--- config.mk ---
export PLATFORM = sky130hd
export DESIGN_NAME = apb_master_arb
export DESIGN_NICKNAME = d
export VERILOG_FILES = /design/src/rtl/apb_arb_pkg.sv /design/src/rtl/rr_arbiter.sv /design/src/rtl/apb_master_arb.sv
export SDC_FILE = /design/constraint.sdc
export NUM_CORES = 1
export LEC_CHECK = 0
export ABC_CLOCK_PERIOD_IN_PS = 2700
export CAP_MARGIN = 20
export CORE_MARGIN = 2
export CORE_UTILIZATION = 40
export CTS_BUF_LIST = sky130_fd_sc_hd__clkbuf_2
export CTS_CLUSTER_SIZE = 24
export DETAILED_ROUTE_END_ITERATION = 8
export HOLD_SLACK_MARGIN = 0.02
export PLACE_DENSITY = 0.83
export SLEW_MARGIN = 20
export SYNTH_ARGS = -nofsm -noshare
export SYNTH_HDL_FRONTEND = slang
export SYNTH_HIERARCHICAL = 1
export SYNTH_SLANG_ARGS = --single-unit
export TNS_END_PERCENT = 30
--- constraint.sdc ---
create_clock -name pclk -period 2.7 [get_ports pclk]
set_clock_uncertainty 0.2 [all_clocks]
set_input_delay 0.81 -clock pclk [delete_from_list [all_inputs] [get_ports pclk]]
set_output_delay 0.81 -clock pclk [all_outputs]
set_load 0.02 [all_outputs]
--- src/rtl/apb_arb_pkg.sv ---
// Shared types and defaults for the APB master arbiter.
package apb_arb_pkg;

  typedef enum logic [1:0] {
    IDLE   = 2'd0,
    SETUP  = 2'd1,
    ACCESS = 2'd2
  } apb_state_e;

  localparam int DEF_NUM_REQ = 2;
  localparam int DEF_AW      = 32;
  localparam int DEF_DW      = 32;
  localparam int DEF_TIMEOUT = 16;

  // Width of a binary index able to address n requesters (at least 1 bit).
  function automatic int idx_w(input int n);
    return (n > 1) ? $clog2(n) : 1;
  endfunction

endpackage

--- src/rtl/rr_arbiter.sv ---
// Combinational round-robin picker: first set request at or above ptr, with wrap.
module rr_arbiter
  import apb_arb_pkg::*;
#(
  parameter int N  = DEF_NUM_REQ,
  parameter int IW = idx_w(N)
) (
  input  logic [N-1:0]  req,
  input  logic [IW-1:0] ptr,
  output logic [N-1:0]  grant,
  output logic [IW-1:0] idx
);

  logic [IW:0]   pos;
  logic [IW-1:0] cand;
  logic          found;

  // Scan N positions starting at ptr; pos is one bit wider so the wrap compare cannot overflow.
  always_comb begin
    grant = '0;
    idx   = '0;
    found = 1'b0;
    pos   = '0;
    cand  = '0;
    for (int k = 0; k < N; k++) begin
      pos = {1'b0, ptr} + (IW+1)'(k);
      if (pos >= (IW+1)'(N)) begin
        pos = pos - (IW+1)'(N);
      end else begin
        pos = pos;
      end
      cand = pos[IW-1:0];
      if (!found && req[cand]) begin
        found       = 1'b1;
        grant[cand] = 1'b1;
        idx         = cand;
      end else begin
        found = found;
      end
    end
  end

endmodule

--- src/rtl/apb_master_arb.sv ---
// Round-robin sharing of one APB master port between NUM_REQ requesters.
// Optional ACCESS watchdog enabled by defining APB_TIMEOUT_EN.
module apb_master_arb
  import apb_arb_pkg::*;
#(
  parameter int NUM_REQ = DEF_NUM_REQ,
  parameter int AW      = DEF_AW,
  parameter int DW      = DEF_DW,
  parameter int TIMEOUT = DEF_TIMEOUT
) (
  input  logic                  pclk,
  input  logic                  presetn,
  input  logic [NUM_REQ-1:0]    req_valid,
  output logic [NUM_REQ-1:0]    req_ready,
  input  logic [NUM_REQ-1:0]    req_write,
  input  logic [NUM_REQ*AW-1:0] req_addr,
  input  logic [NUM_REQ*DW-1:0] req_wdata,
  output logic [NUM_REQ-1:0]    rsp_valid,
  output logic [DW-1:0]         rsp_rdata,
  output logic                  rsp_slverr,
  output logic [AW-1:0]         paddr,
  output logic                  pwrite,
  output logic                  psel,
  output logic                  penable,
  output logic [DW-1:0]         pwdata,
  input  logic [DW-1:0]         prdata,
  input  logic                  pready,
  input  logic                  pslverr
);

  localparam int IW = idx_w(NUM_REQ);

  apb_state_e           state, state_nxt;
  logic [IW-1:0]        ptr, win_idx, grant_idx;
  logic [NUM_REQ-1:0]   grant, win_onehot;
  logic                 accept, done, abort, timeout_hit;
  logic [AW-1:0]        sel_addr;
  logic [DW-1:0]        sel_wdata;
  logic                 sel_write;

  rr_arbiter #(.N(NUM_REQ), .IW(IW)) u_rr (
    .req   (req_valid),
    .ptr   (ptr),
    .grant (grant),
    .idx   (grant_idx)
  );

  // Route the winner's request fields to the address/data registers.
  always_comb begin
    sel_addr  = '0;
    sel_wdata = '0;
    sel_write = 1'b0;
    for (int i = 0; i < NUM_REQ; i++) begin
      if (grant_idx == IW'(i)) begin
        sel_addr  = req_addr[i*AW +: AW];
        sel_wdata = req_wdata[i*DW +: DW];
        sel_write = req_write[i];
      end else begin
        sel_addr  = sel_addr;
      end
    end
  end

  always_comb begin
    win_onehot          = '0;
    win_onehot[win_idx] = 1'b1;
  end

  // Next-state logic; acceptance is suppressed while reset is asserted.
  always_comb begin
    state_nxt = state;
    accept    = 1'b0;
    done      = 1'b0;
    abort     = 1'b0;
    case (state)
      IDLE: begin
        if ((|req_valid) && presetn) begin
          accept    = 1'b1;
          state_nxt = SETUP;
        end else begin
          state_nxt = IDLE;
        end
      end
      SETUP: state_nxt = ACCESS;
      ACCESS: begin
        if (pready) begin
          done      = 1'b1;
          state_nxt = IDLE;
        end else if (timeout_hit) begin
          abort     = 1'b1;
          state_nxt = IDLE;
        end else begin
          state_nxt = ACCESS;
        end
      end
      default: state_nxt = IDLE;
    endcase
  end

  assign req_ready = accept ? grant : '0;

  // FSM, pointer, APB bus registers and one-cycle response pulse.
  always_ff @(posedge pclk or negedge presetn) begin
    if (!presetn) begin
      state      <= IDLE;
      ptr        <= '0;
      win_idx    <= '0;
      psel       <= 1'b0;
      penable    <= 1'b0;
      pwrite     <= 1'b0;
      paddr      <= '0;
      pwdata     <= '0;
      rsp_valid  <= '0;
      rsp_rdata  <= '0;
      rsp_slverr <= 1'b0;
    end else begin
      state     <= state_nxt;
      psel      <= (state_nxt != IDLE);
      penable   <= (state_nxt == ACCESS);
      rsp_valid <= '0;
      if (accept) begin
        paddr   <= sel_addr;
        pwdata  <= sel_wdata;
        pwrite  <= sel_write;
        win_idx <= grant_idx;
        ptr     <= (grant_idx == IW'(NUM_REQ-1)) ? '0 : grant_idx + IW'(1);
      end
      if (done) begin
        rsp_valid  <= win_onehot;
        rsp_rdata  <= pwrite ? '0 : prdata;
        rsp_slverr <= pslverr;
      end else if (abort) begin
        rsp_valid  <= win_onehot;
        rsp_rdata  <= '0;
        rsp_slverr <= 1'b1;
      end
    end
  end

`ifdef APB_TIMEOUT_EN
  localparam int TW = $clog2(TIMEOUT + 1);
  logic [TW-1:0] to_cnt;

  // Counts stalled ACCESS cycles; cleared while in SETUP, i.e. on ACCESS entry.
  always_ff @(posedge pclk or negedge presetn) begin
    if (!presetn) begin
      to_cnt <= '0;
    end else if (state == SETUP) begin
      to_cnt <= '0;
    end else if ((state == ACCESS) && !pready) begin
      to_cnt <= to_cnt + TW'(1);
    end
  end

  assign timeout_hit = (state == ACCESS) && !pready && (to_cnt == TW'(TIMEOUT - 1));
`else
  assign timeout_hit = 1'b0;
`endif

endmodule
=== Yosys cells after proc, flatten, opt, wreduce, memory -nomap -nowiden ===
Index checks and enable logic that the tools add are counted.

* Word-level logic and storage cells: 69
* Output and inout port bits: 104
* Flip-flop bits (word level): 106
* Input port bits: 168

* Muxes and demuxes: 33
* Equal/unequal tests: 3
* Reductions and logical operators: 9
* Bitwise gates (word level): 1
* Add/sub/neg operators: 4
* Order comparisons: 8

{| class="wikitable"
|+ Operator list
! kind !! count
|-
| 32-bit 2-to-1 mux || 4
|-
| 1-bit 2-to-1 mux || 20
|-
| 2-bit 2-to-1 mux || 5
|-
| 1-bit by 2-bit < comparator with 1-bit output (second input constant) || 3
|-
| 2-bit one-hot mux with 3 select lines || 1
|-
| 1-bit logical AND || 5
|-
| 2-bit == test (second input constant) || 2
|-
| 1-bit demux with 1-bit select || 3
|-
| 1-bit greater-or-equal comparator (second input constant) || 3
|-
| 1-bit by 1-bit adder with 2-bit output (second input constant) || 1
|-
| 2-bit by 1-bit == test with 1-bit output (second input constant) || 1
|-
| 1-bit by 2-bit greater-or-equal comparator with 1-bit output (second input constant) || 1
|-
| 2-bit greater-or-equal comparator (second input constant) || 1
|-
| 2-bit logical NOT || 1
|-
| 2-bit bitwise OR || 1
|-
| 2-bit nonzero test || 1
|-
| 2-bit OR reduction || 1
|-
| 1-bit subtractor (second input constant) || 2
|-
| 1-bit adder (second input constant) || 1
|-
| 1-bit logical NOT || 1
|}

=== Longest topological paths before layout ===
Gate-level depths: netlist of the first run.

* Depth in word-level cells: 10
* Gate-level depth with buffers: 6
* Depth with buffers taken out: 4

=== By module ===
The synthesis of the first run kept the hierarchy.

{| class="wikitable"
|+ Modules (own cells, without submodules)
! module !! instances !! area each (sq um) !! cells each !! sequential area each (sq um)
|-
| apb_master_arb || 1 || 4907.2 || 372 || 2652.5
|-
| rr_arbiter || 1 || 30.0 || 4 || 0.0
|}

=== Worst setup path after synthesis of the first run ===
No wires, ideal clock.

* Path type: input-to-output
* Start: input req_valid[1]
* End: output req_ready[0]
* Stages on the path: 4
* Slack: -112 ps
* Arrival: 1802 ps
* Data required time: 1690 ps
* Buffers on the path: 1
* Cells stage by stage: nor2_1 -> nor4b_4 -> buf_6 -> and2_1

* Elaborated cells between the ends (all ways): 15
* Those cells by class: mux: 10; bitwise: 1; reduce/logical: 4

{| class="wikitable"
|+ RTL lines
! what !! line !! text
|-
| start, declared || apb_master_arb.sv:13 || <nowiki>input logic [NUM_REQ-1:0] req_valid,</nowiki>
|-
| 2-bit OR reduction || apb_master_arb.sv:77 || <nowiki>if ((|req_valid) && presetn) begin</nowiki>
|-
| 1-bit logical AND || apb_master_arb.sv:77 ||
|-
| 1-bit 2-to-1 mux || apb_master_arb.sv:77 ||
|-
| 1-bit 2-to-1 mux || apb_master_arb.sv:75 || <nowiki>case (state)</nowiki>
|-
| named net accept || apb_master_arb.sv:36 || <nowiki>logic accept, done, abort, timeout_hit;</nowiki>
|-
| 2-bit 2-to-1 mux || apb_master_arb.sv:100 || <nowiki>assign req_ready = accept ? grant : '0;</nowiki>
|-
| end, declared || apb_master_arb.sv:14 || <nowiki>output logic [NUM_REQ-1:0] req_ready,</nowiki>
|}

The timed path passes the listed nets, and every way through them passes these cells. The select of a mux whose other input is x is not followed.

=== Final worst setup path of the first run ===
* Start: input req_valid[0]
* End: output req_ready[0]

* Cells in the longest elaborated chain, start to end: 7
* Elaborated cells between the ends (all ways): 15
* Those cells by class: mux: 10; bitwise: 1; reduce/logical: 4

{| class="wikitable"
|+ Ends and longest elaborated chain
! what !! line !! text
|-
| 1-bit 2-to-1 mux (not written as such) (2 in series) || rr_arbiter.sv:33 || <nowiki>if (!found && req[cand]) begin</nowiki>
|-
| 1-bit 2-to-1 mux || rr_arbiter.sv:33 ||
|-
| 1-bit logical NOT || rr_arbiter.sv:33 ||
|-
| 1-bit logical AND || rr_arbiter.sv:33 ||
|-
| 2-bit 2-to-1 mux || rr_arbiter.sv:33 ||
|-
| 2-bit 2-to-1 mux (*) || apb_master_arb.sv:100 ||
|}

Every way passes the cells marked *; elsewhere a longest branch is shown, timed or not. The select of a mux whose other input is x is not followed.

==> flow_results.org, run 1 <==
** STA
- Setup repair after global routing missed its margin :: yes
- Worst-Margin Slew :: 0.929 ns
- Measured against its own limit, the worst slew margin works out to 38.1%.
- Final count of hold timing violations :: 0
- Max Clk Rate :: 371 MHz
- Post-layout min period :: 2.70 ns
- The max-slew violation total from the final report came to 0.
- Setup violations remaining at the end of the flow were counted as 0.
- Final worst-path cycle share :: 99.9%

** Worst setup path
- In this run the worst path has a maximum fanout of 3.
- Data required time of the critical path :: 1.69 ns
- Arrival time of data at the critical path endpoint :: 1.69 ns
- The most critical setup path has its startpoint at req_valid[0].
- The startpoint identified for the worst register-to-register timing path is state[0]$_DFF_PN0_.
- Slowest library cell on the worst path :: sky130_fd_sc_hd__nor4b_4
- Walking the worst path, the cells encountered are clkdlybuf4s15_2 -> nor2_4 -> nor4b_4 -> and2_4 -> buf_6.
- Counting both buffers and inverters, the worst setup path holds a total of 2.
- Category of cells accounting for the largest share of critical-path delay :: simple AND/OR/NAND/NOR gates
- The worst setup path is captured at a primary output.
- By startpoint and endpoint, the worst setup path is classified as in2out.
- Biggest cell delay along the critical path :: 0.31 ns
- Critical Path Source Type :: input port

** Placed design
- HPWL after detailed placement :: 10,600 um
- Routability Congestion :: 0.776
- In this run the tool buffered the top-level ports with 271 buffer cells.
- Once placement completed, the tool counted placed cells totaling 780.

** Global routing
- Met2 Resource Use GR :: 37.0%
- Overall track demand over capacity in global routing :: 20.6%
- Busiest layer in global routing :: met2
- Antenna violations before repair :: 0
- Met3 routing resource usage after global routing :: 5.48%
- The via count of the first global-routing pass is 4,156.
- Maximum number of pins on one net before global-route repair :: 71
- For this run the aggregate overflow at the end of global routing stands at 0.
- The first global-routing pass estimated 21,200 um of wire.
- For this run, global-route usage on met1 was measured as 22.8%.

** Synthesis
- Summing the sequential cell areas from Yosys gives 53.7% of the chip area.
- Synthesis inferred 106 register bits.
- Gate Count Post-Synth :: 376
- Synthesized area :: 4940 sq um
- Count of distinct cell types in the synthesized netlist :: 19
- Share of synthesized flip-flops with an asynchronous set or reset :: 100%
- Most numerous cell in the Yosys netlist :: sky130_fd_sc_hd__mux2_2
- Net count after synthesis :: 544
- Cell type with the highest aggregate area in the netlist :: sky130_fd_sc_hd__dfrtp_1
- Most used DFF post-synth :: sky130_fd_sc_hd__dfrtp_1
- A synthesized cell averages 13.1 sq um.
- Synthesis warning total :: 6
- The commonest cells after synthesis are sky130_fd_sc_hd__mux2_2 (122), sky130_fd_sc_hd__dfrtp_1 (106), sky130_fd_sc_hd__nand2b_1 (33).
- The share of synthesized area in the top cell type comes to 53.7%.
- In the post-synthesis netlist, the biggest area contributors are sky130_fd_sc_hd__dfrtp_1 (54%), sky130_fd_sc_hd__mux2_2 (28%), sky130_fd_sc_hd__nand2b_1 (4.2%), sky130_fd_sc_hd__o21ai_0 (3.2%), sky130_fd_sc_hd__mux2_4 (3.0%).
- Number of enable-type register cells in the synthesized netlist :: 0

** Clocking
- CTS tree :: yes
- H-Tree Depth :: 3
- Number of buffers inserted during clock tree synthesis :: 9
- For this design, the sink count on the clock tree is 106.
- The tree is rooted in a sky130_fd_sc_hd__clkbuf_2.
- The clock reaches the later pin of the worst-skew pair after 0.53 ns.
- In this run the deepest clock path goes through 2 buffers.
- Clock-pin slew was measured on the worst setup and hold paths at 0.28 ns.

** Floorplan
- The floorplan step defined a die boundary enclosing 13,200 sq um.
- Once the floorplan was initialized, standard cells occupied 41.1% of the core.
- The die is 115 um tall.
- Placement row count :: 40
- Core area :: 12,000 sq um
- Pin placement for this block handled 272 I/O pins.
- Width of the die :: 115 um

** Job
- Across the run, the number of max-cap violations was 0.

** Layout
- Cells fill 67.1% of the core in the end.
- Antenna diodes :: 0
- The area growth from synthesis to layout is 63.4%.
- The net count of the finished layout is 813.
- Fraction of layout instances using a drive strength above 1 :: 26.5%
- Non-filler instance count after layout :: 797
- Number of fill cells in the layout :: 917

** Power and ir drop
- Peak ir drop on the vdd network :: 462 uV
- In this run the power density over the cells is 976 nW/um^2.
- After layout, the design draws a total of 7.87 mW.
- The analysis attributes to cell leakage a power of 3.74 nW.

** Detailed routing
- 1st-iter DRT viols :: 134
- Post-route DRC violation count :: 0
- Detailed Routing Iterations Pass 1 :: 4
- In this run the remaining antenna-violating nets after routing total 0.
- For this block, the via count after detailed routing is 3,878.
- Average routed wire per standard cell :: 17.3 um
- Wires add up to 13,800 um.
- Avg Vias per Cell :: 4.87

** Worst hold path
- In this run the worst hold path is classified as in2async.

** Outcome
- Run status :: completed
-- logic make-up (layout without fill, tap and decap cells) --
group / count (synthesis) / after routing / share of synthesized area (%)
muxes: 135 / 135 / 31.5
DFF: 106 / 106 / 53.7
and+or+nand+nor: 73 / 73 / 7.86
AOI/OAI and AO/OA: 35 / 35 / 3.78
buffers and inverters: 27 / 301 / 3.17
-- registers in the layout, summed over array words and instances, names as in the netlist --
name	cells
pwdata	32
rsp_slverr	1
paddr	32
pwrite	1
rsp_rdata	32
penable	1
rsp_valid	2
psel	1
ptr	1
state	2
win_idx	1
-- metal layers --
metal / vias to the layer above / wire length, um
met3: 32 / 991
met4: 0 / 451
met2: 160 / 7200
li1: 1832 / -
met1: 1854 / 5120
met5: - / 0
-- cells in the final DEF, fill, tap and decap left out --
cell,netlist,routed
sky130_fd_sc_hd__dfrtp_1,106,104
sky130_fd_sc_hd__clkinvlp_4,0,1
sky130_fd_sc_hd__mux2_2,122,122
sky130_fd_sc_hd__nand2b_1,33,33
sky130_fd_sc_hd__nor4b_4,1,1
sky130_fd_sc_hd__clkbuf_2,0,9
sky130_fd_sc_hd__nor2_4,0,1
sky130_fd_sc_hd__mux2_4,10,10
sky130_fd_sc_hd__clkinv_4,0,2
sky130_fd_sc_hd__or2_2,1,1
sky130_fd_sc_hd__dfrtp_2,0,2
sky130_fd_sc_hd__clkdlybuf4s15_2,0,2
sky130_fd_sc_hd__and2_4,0,2
sky130_fd_sc_hd__dlymetal6s2s_1,0,42
sky130_fd_sc_hd__clkdlybuf4s50_1,0,221
sky130_fd_sc_hd__nand3b_1,1,1
sky130_fd_sc_hd__dlygate4sd2_1,0,3
sky130_fd_sc_hd__a21boi_1,2,1
sky130_fd_sc_hd__a21boi_4,0,1
sky130_fd_sc_hd__a21boi_2,1,1
sky130_fd_sc_hd__clkinv_2,0,1
sky130_fd_sc_hd__mux2i_1,3,3
sky130_fd_sc_hd__o21ai_0,32,32
sky130_fd_sc_hd__clkinv_1,0,1
sky130_fd_sc_hd__bufinv_16,0,2
sky130_fd_sc_hd__buf_6,7,2
sky130_fd_sc_hd__nor2_1,3,2
sky130_fd_sc_hd__nand2_1,32,32
sky130_fd_sc_hd__buf_4,0,10
sky130_fd_sc_hd__inv_1,3,3
sky130_fd_sc_hd__buf_12,0,2
-- worst paths after layout --
| check | end | slack (ns) | cells after the start |
|---|---|---|---|
| max in group asynchronous | state[1]$_DFF_PN0_ | 0.93 | 3 |
| min in group pclk | rsp_valid[0]$_DFF_PN0_ | 0.28 | 1 |
| worst min register to register | rsp_valid[0]$_DFF_PN0_ | 0.28 | 1 |
| worst max-delay path | req_ready[0] | 0.003 | 5 |
| worst max register to register | pwdata[14]$_DFFE_PN0P_ | 0.40 | 3 |
| worst min-delay path | pwdata[27]$_DFFE_PN0P_ | 0.08 | 2 |
-- layout make-up --
cell class | instances | area (sq um) | share of cell area, %
flip-flops and latches | 106 | 2660 | 32.9
clock buffers | 9 | 45.0 | 0.558
multi-input cells | 243 | 2150 | 26.7
well taps | 147 | 184 | 2.28
repair buffers | 282 | 2920 | 36.3
clock inverters | 7 | 93.8 | 1.16
inverters | 3 | 11.3 | 0.140
-- through the flow --
stage / TNS [ns] / instance area [sq um] / setup slack [ns] / hold slack, ns
floorplan: -0.131 / 4950 / -0.0666 / 0.226
global placement: -35.03 / 7810 / -0.763 / 0.243
CTS: -0.0453 / 7960 / -0.0282 / 0.0241
finish: 0 / 8070 / 0.00260 / 0.0754
detailed placement: -38.64 / 7810 / -0.790 / 0.253
global route: -0.151 / 8070 / -0.0788 / 0.0407
-- report_power, final --
group          switching, mW  leakage [nW]  internal [mW]
clock network          0.523        0.0795          0.305
registers              0.400          1.29           2.35
logic                   2.03          2.37           2.26
-- timing repair --
item	in CTS	in global routing
pin swaps	2	1
setup buffers	1	0
gates resized for setup	22	43
endpoints found under the setup margin	5	44
hold buffers	0	0
No activity file was read; power rests on OpenSTA's default activity.
==> inputs of run 2 (changes only) <==
--- a/config.mk
+++ b/config.mk
@@ -8,4 +8,5 @@
 export ABC_CLOCK_PERIOD_IN_PS = 2700
 export CAP_MARGIN = 20
+export CORE_ASPECT_RATIO = 1.2
 export CORE_MARGIN = 2
 export CORE_UTILIZATION = 40
==> constraint.sdc (replaced) <==
create_clock -name pclk -period 2.7 [get_ports pclk]
set_clock_uncertainty 0.2 [all_clocks]
set_input_delay 0.27 -clock pclk [delete_from_list [all_inputs] [get_ports pclk]]
set_output_delay 0.27 -clock pclk [all_outputs]
set_load 0.01 [all_outputs]
==> flow_results.org, run 2 (synthesized netlist as in run 1, its figures left out) <==
** Global routing
- First-pass GRT wire length :: 22,000 um (+3.8%)
- The overall fraction of global-route tracks in use came to 20.9% (+0.33 points).
- Vias in the first global route :: 4,452 (+7.1%)
- The pin count of the biggest net entering global routing was 68 (-4.2%).
- Global-route congestion overflow total :: 0 (unchanged)
- Antenna violations before repair :: 0 (unchanged)

** Worst setup path
- Arrival time of data at the critical path endpoint :: 2.03 ns (+0.34 ns)
- Worst Path Max Fanout :: 5 (+2)
- Data required time of the critical path :: 2.23 ns (+0.54 ns)
- Critical Path Source Type :: flop
- On the critical path, the stage with the largest delay is an instance of sky130_fd_sc_hd__clkdlybuf4s50_1.
- The worst stage delay on the critical path was 0.53 ns (+0.22 ns).
- Critical Path Sink Type :: primary output
- The setup path with the least slack is of type reg2out.
- Walking the worst path, the cells encountered are nor4b_4 -> and2_1 -> clkdlybuf4s50_1.

** Outcome
- Run status :: completed

** Job
- The max-capacitance violation count came to 0 (unchanged).

** Layout
- Antenna diodes :: 0 (unchanged)
- Top Registers :: paddr x32, pwdata x32, rsp_rdata x32
- Fraction of layout instances using a drive strength above 1 :: 23.8% (-2.7 points)
- Commonest cells after routing, fill and taps aside :: sky130_fd_sc_hd__clkdlybuf4s50_1 (270), sky130_fd_sc_hd__mux2_2 (122), sky130_fd_sc_hd__dfrtp_1 (105), sky130_fd_sc_hd__nand2b_1 (33)
- Syn-to-layout area delta :: 65.1%
- The core utilization of the finished layout is 67.6% (+0.48 points).
- Non-filler instance count after layout :: 833 (+4.5%)
- Final net count :: 837 (+3.0%)
- Leaving out fill and tap cells, the most frequent cell in the layout is sky130_fd_sc_hd__clkdlybuf4s50_1.

** Floorplan
- The placeable core region is 12,100 sq um (+0.38%).
- The horizontal extent of the die came to 105 um (-8.4%).
- Total die area :: 13,300 sq um (about the same)
- Placement row count :: 44 (+10%)
- Die boundary height :: 126 um (+9.2%)
- Number of placed I/O pins :: 272 (unchanged)
- The effective utilization at floorplan is 41.0% (-0.15 points).

** Detailed routing
- The final routed wirelength across all metal layers came to 13,600 um (-0.97%).
- Routed via count :: 3,929 (+1.3%)
- Average routed wire per standard cell :: 16.4 um (-5.2%)
- Avg Vias per Cell :: 4.72 (-3.1%)
- The detailed-route DRC error count is 0 (unchanged).
- The number of detailed-route iterations in the first pass came to 4 (unchanged).
- The number of DRC markers in iteration 0 is 130 (-3.0%).
- The count of antenna-violating nets left after detailed routing is 0 (unchanged).

** Power and ir drop
- The overall power of the completed layout came to 7.17 mW (-8.9%).
- Power density of the placed cells :: 879 nW/um^2 (-9.9%)
- Leakage power :: 3.34 nW (-11%)
- Peak ir drop on the vdd network :: 517 uV (+12%)

** Clocking
- Clock latency at the later pin of the worst-skew pair :: 0.54 ns (about the same)
- The clock transition at the registers of the reported paths came to 0.25 ns (-0.03 ns).
- The H-tree level count came to 3 (unchanged).
- The sink count of the clock tree is 106 (unchanged).
- The maximum clock path buffer count came to 2 (unchanged).
- The TritonCTS buffer count was 9 (unchanged).
- CTS tree :: yes
- Clock root buffer :: sky130_fd_sc_hd__clkbuf_2

** STA
- Setup repair after global routing missed its margin :: no
- The final cycle utilization of the critical path was 92.6% (-7.3 points).
- Final count of hold timing violations :: 0 (unchanged)
- Post-layout min period :: 2.50 ns (-0.196 ns)
- The highest clock frequency the design can meet came to 400 MHz (+7.8%).
- Worst-Margin Slew :: 0.677 ns (-0.252 ns)
- Total count of max-transition violations in the final report :: 0 (unchanged)
- Sum of negative setup slack :: 0 ns (unchanged)
- Max-slew headroom :: 54.9% (+17 points)
- Final count of negative-setup-slack endpoints :: 0 (unchanged)

** Worst hold path
- The min-delay analysis places its worst path in the category in2reg.

** Placed design
- The routability congestion estimate is 0.723 (-6.9%).
- Port buffer count :: 271 (unchanged)
- The placed wire-length estimate came to 10,100 um (-4.5%).
- Dpl cells :: 792 (+1.5%)
-- run 2: changes by cell type in the layout (fill, tap and decap cells not counted), moves of 3 or more --
cell | previous run | this run
sky130_fd_sc_hd__clkdlybuf4s50_1 | 221 | 270
sky130_fd_sc_hd__dlymetal6s2s_1 | 42 | 0
sky130_fd_sc_hd__dlygate4sd3_1 | 0 | 26
sky130_fd_sc_hd__buf_4 | 10 | 7
sky130_fd_sc_hd__dlygate4sd2_1 | 3 | 0
-- run 2: repair_timing --
item	in CTS	in global routing
endpoints found under the hold margin	78	0
cloned	0	0
buffers inserted	1	0
resized for setup	0	1
pin swaps	1	0
endpoints found under the setup margin	2	1
hold buffers	26	0
-- run 2: per-stage QoR --
stage	setup WS [ns]	hold slack, ns	area (sq um)
finish	0.199	0.0772	8150
floorplan	0.574	-0.226	4940
global route	0.0174	0.0308	8150
detailed placement	0.214	0.259	7810
CTS	0.110	0.0238	8150
global placement	0.264	0.249	7810
-- run 2: final cells by class --
class	instances	area (sq um)
clock buffer	10	50.0
clock inverter	4	21.3
fill	879	3900
inverter	3	11.3
multi-input combinational	243	2140
sequential	106	2650
tap	161	201
timing repair buffer	306	3080
-- run 2: layer usage --
| metal | routed length (um) | track usage [%] | vias up |
|---|---|---|---|
| met1 | 5130 | 22.8 | 1847 |
| met5 | 0 | 0 | - |
| li1 | - | - | 1875 |
| met2 | 6930 | 37.6 | 175 |
| met4 | 433 | 8.78 | 0 |
| met3 | 1140 | 6.42 | 32 |
-- run 2: worst max-delay path: cells and delay by family (launching register included) --
| family | cells | cell delay, ns |
|---|---|---|
| buffers and inverters | 1 | 0.53 |
| DFF | 1 | 0.50 |
| and+or+nand+nor | 2 | 0.48 |
-- run 2: power breakdown --
group          switching [mW]  internal [mW]  leakage (nW)
Combinational            1.45           2.36          2.00
Sequential              0.416           2.35          1.29
Clock                   0.479          0.109        0.0511
Total                    2.34           4.82          3.34
-- run 2: path summary, 6_finish.rpt --
kind	startpoint	end	slack, ns	depth (start not counted)
setup / recovery	state[1]$_DFF_PN0_	req_ready[0]	0.20	3
hold / removal	prdata[31]	rsp_rdata[31]$_DFFE_PN0P_	0.08	3
setup reg to reg	state[1]$_DFF_PN0_	pwdata[18]$_DFFE_PN0P_	0.72	4
hold reg to reg	win_idx$_DFFE_PN0P_	rsp_valid[0]$_DFF_PN0_	0.30	1
max in group asynchronous	presetn	state[1]$_DFF_PN0_	0.89	4
min in group asynchronous	presetn	pwdata[30]$_DFFE_PN0P_	0.23	3
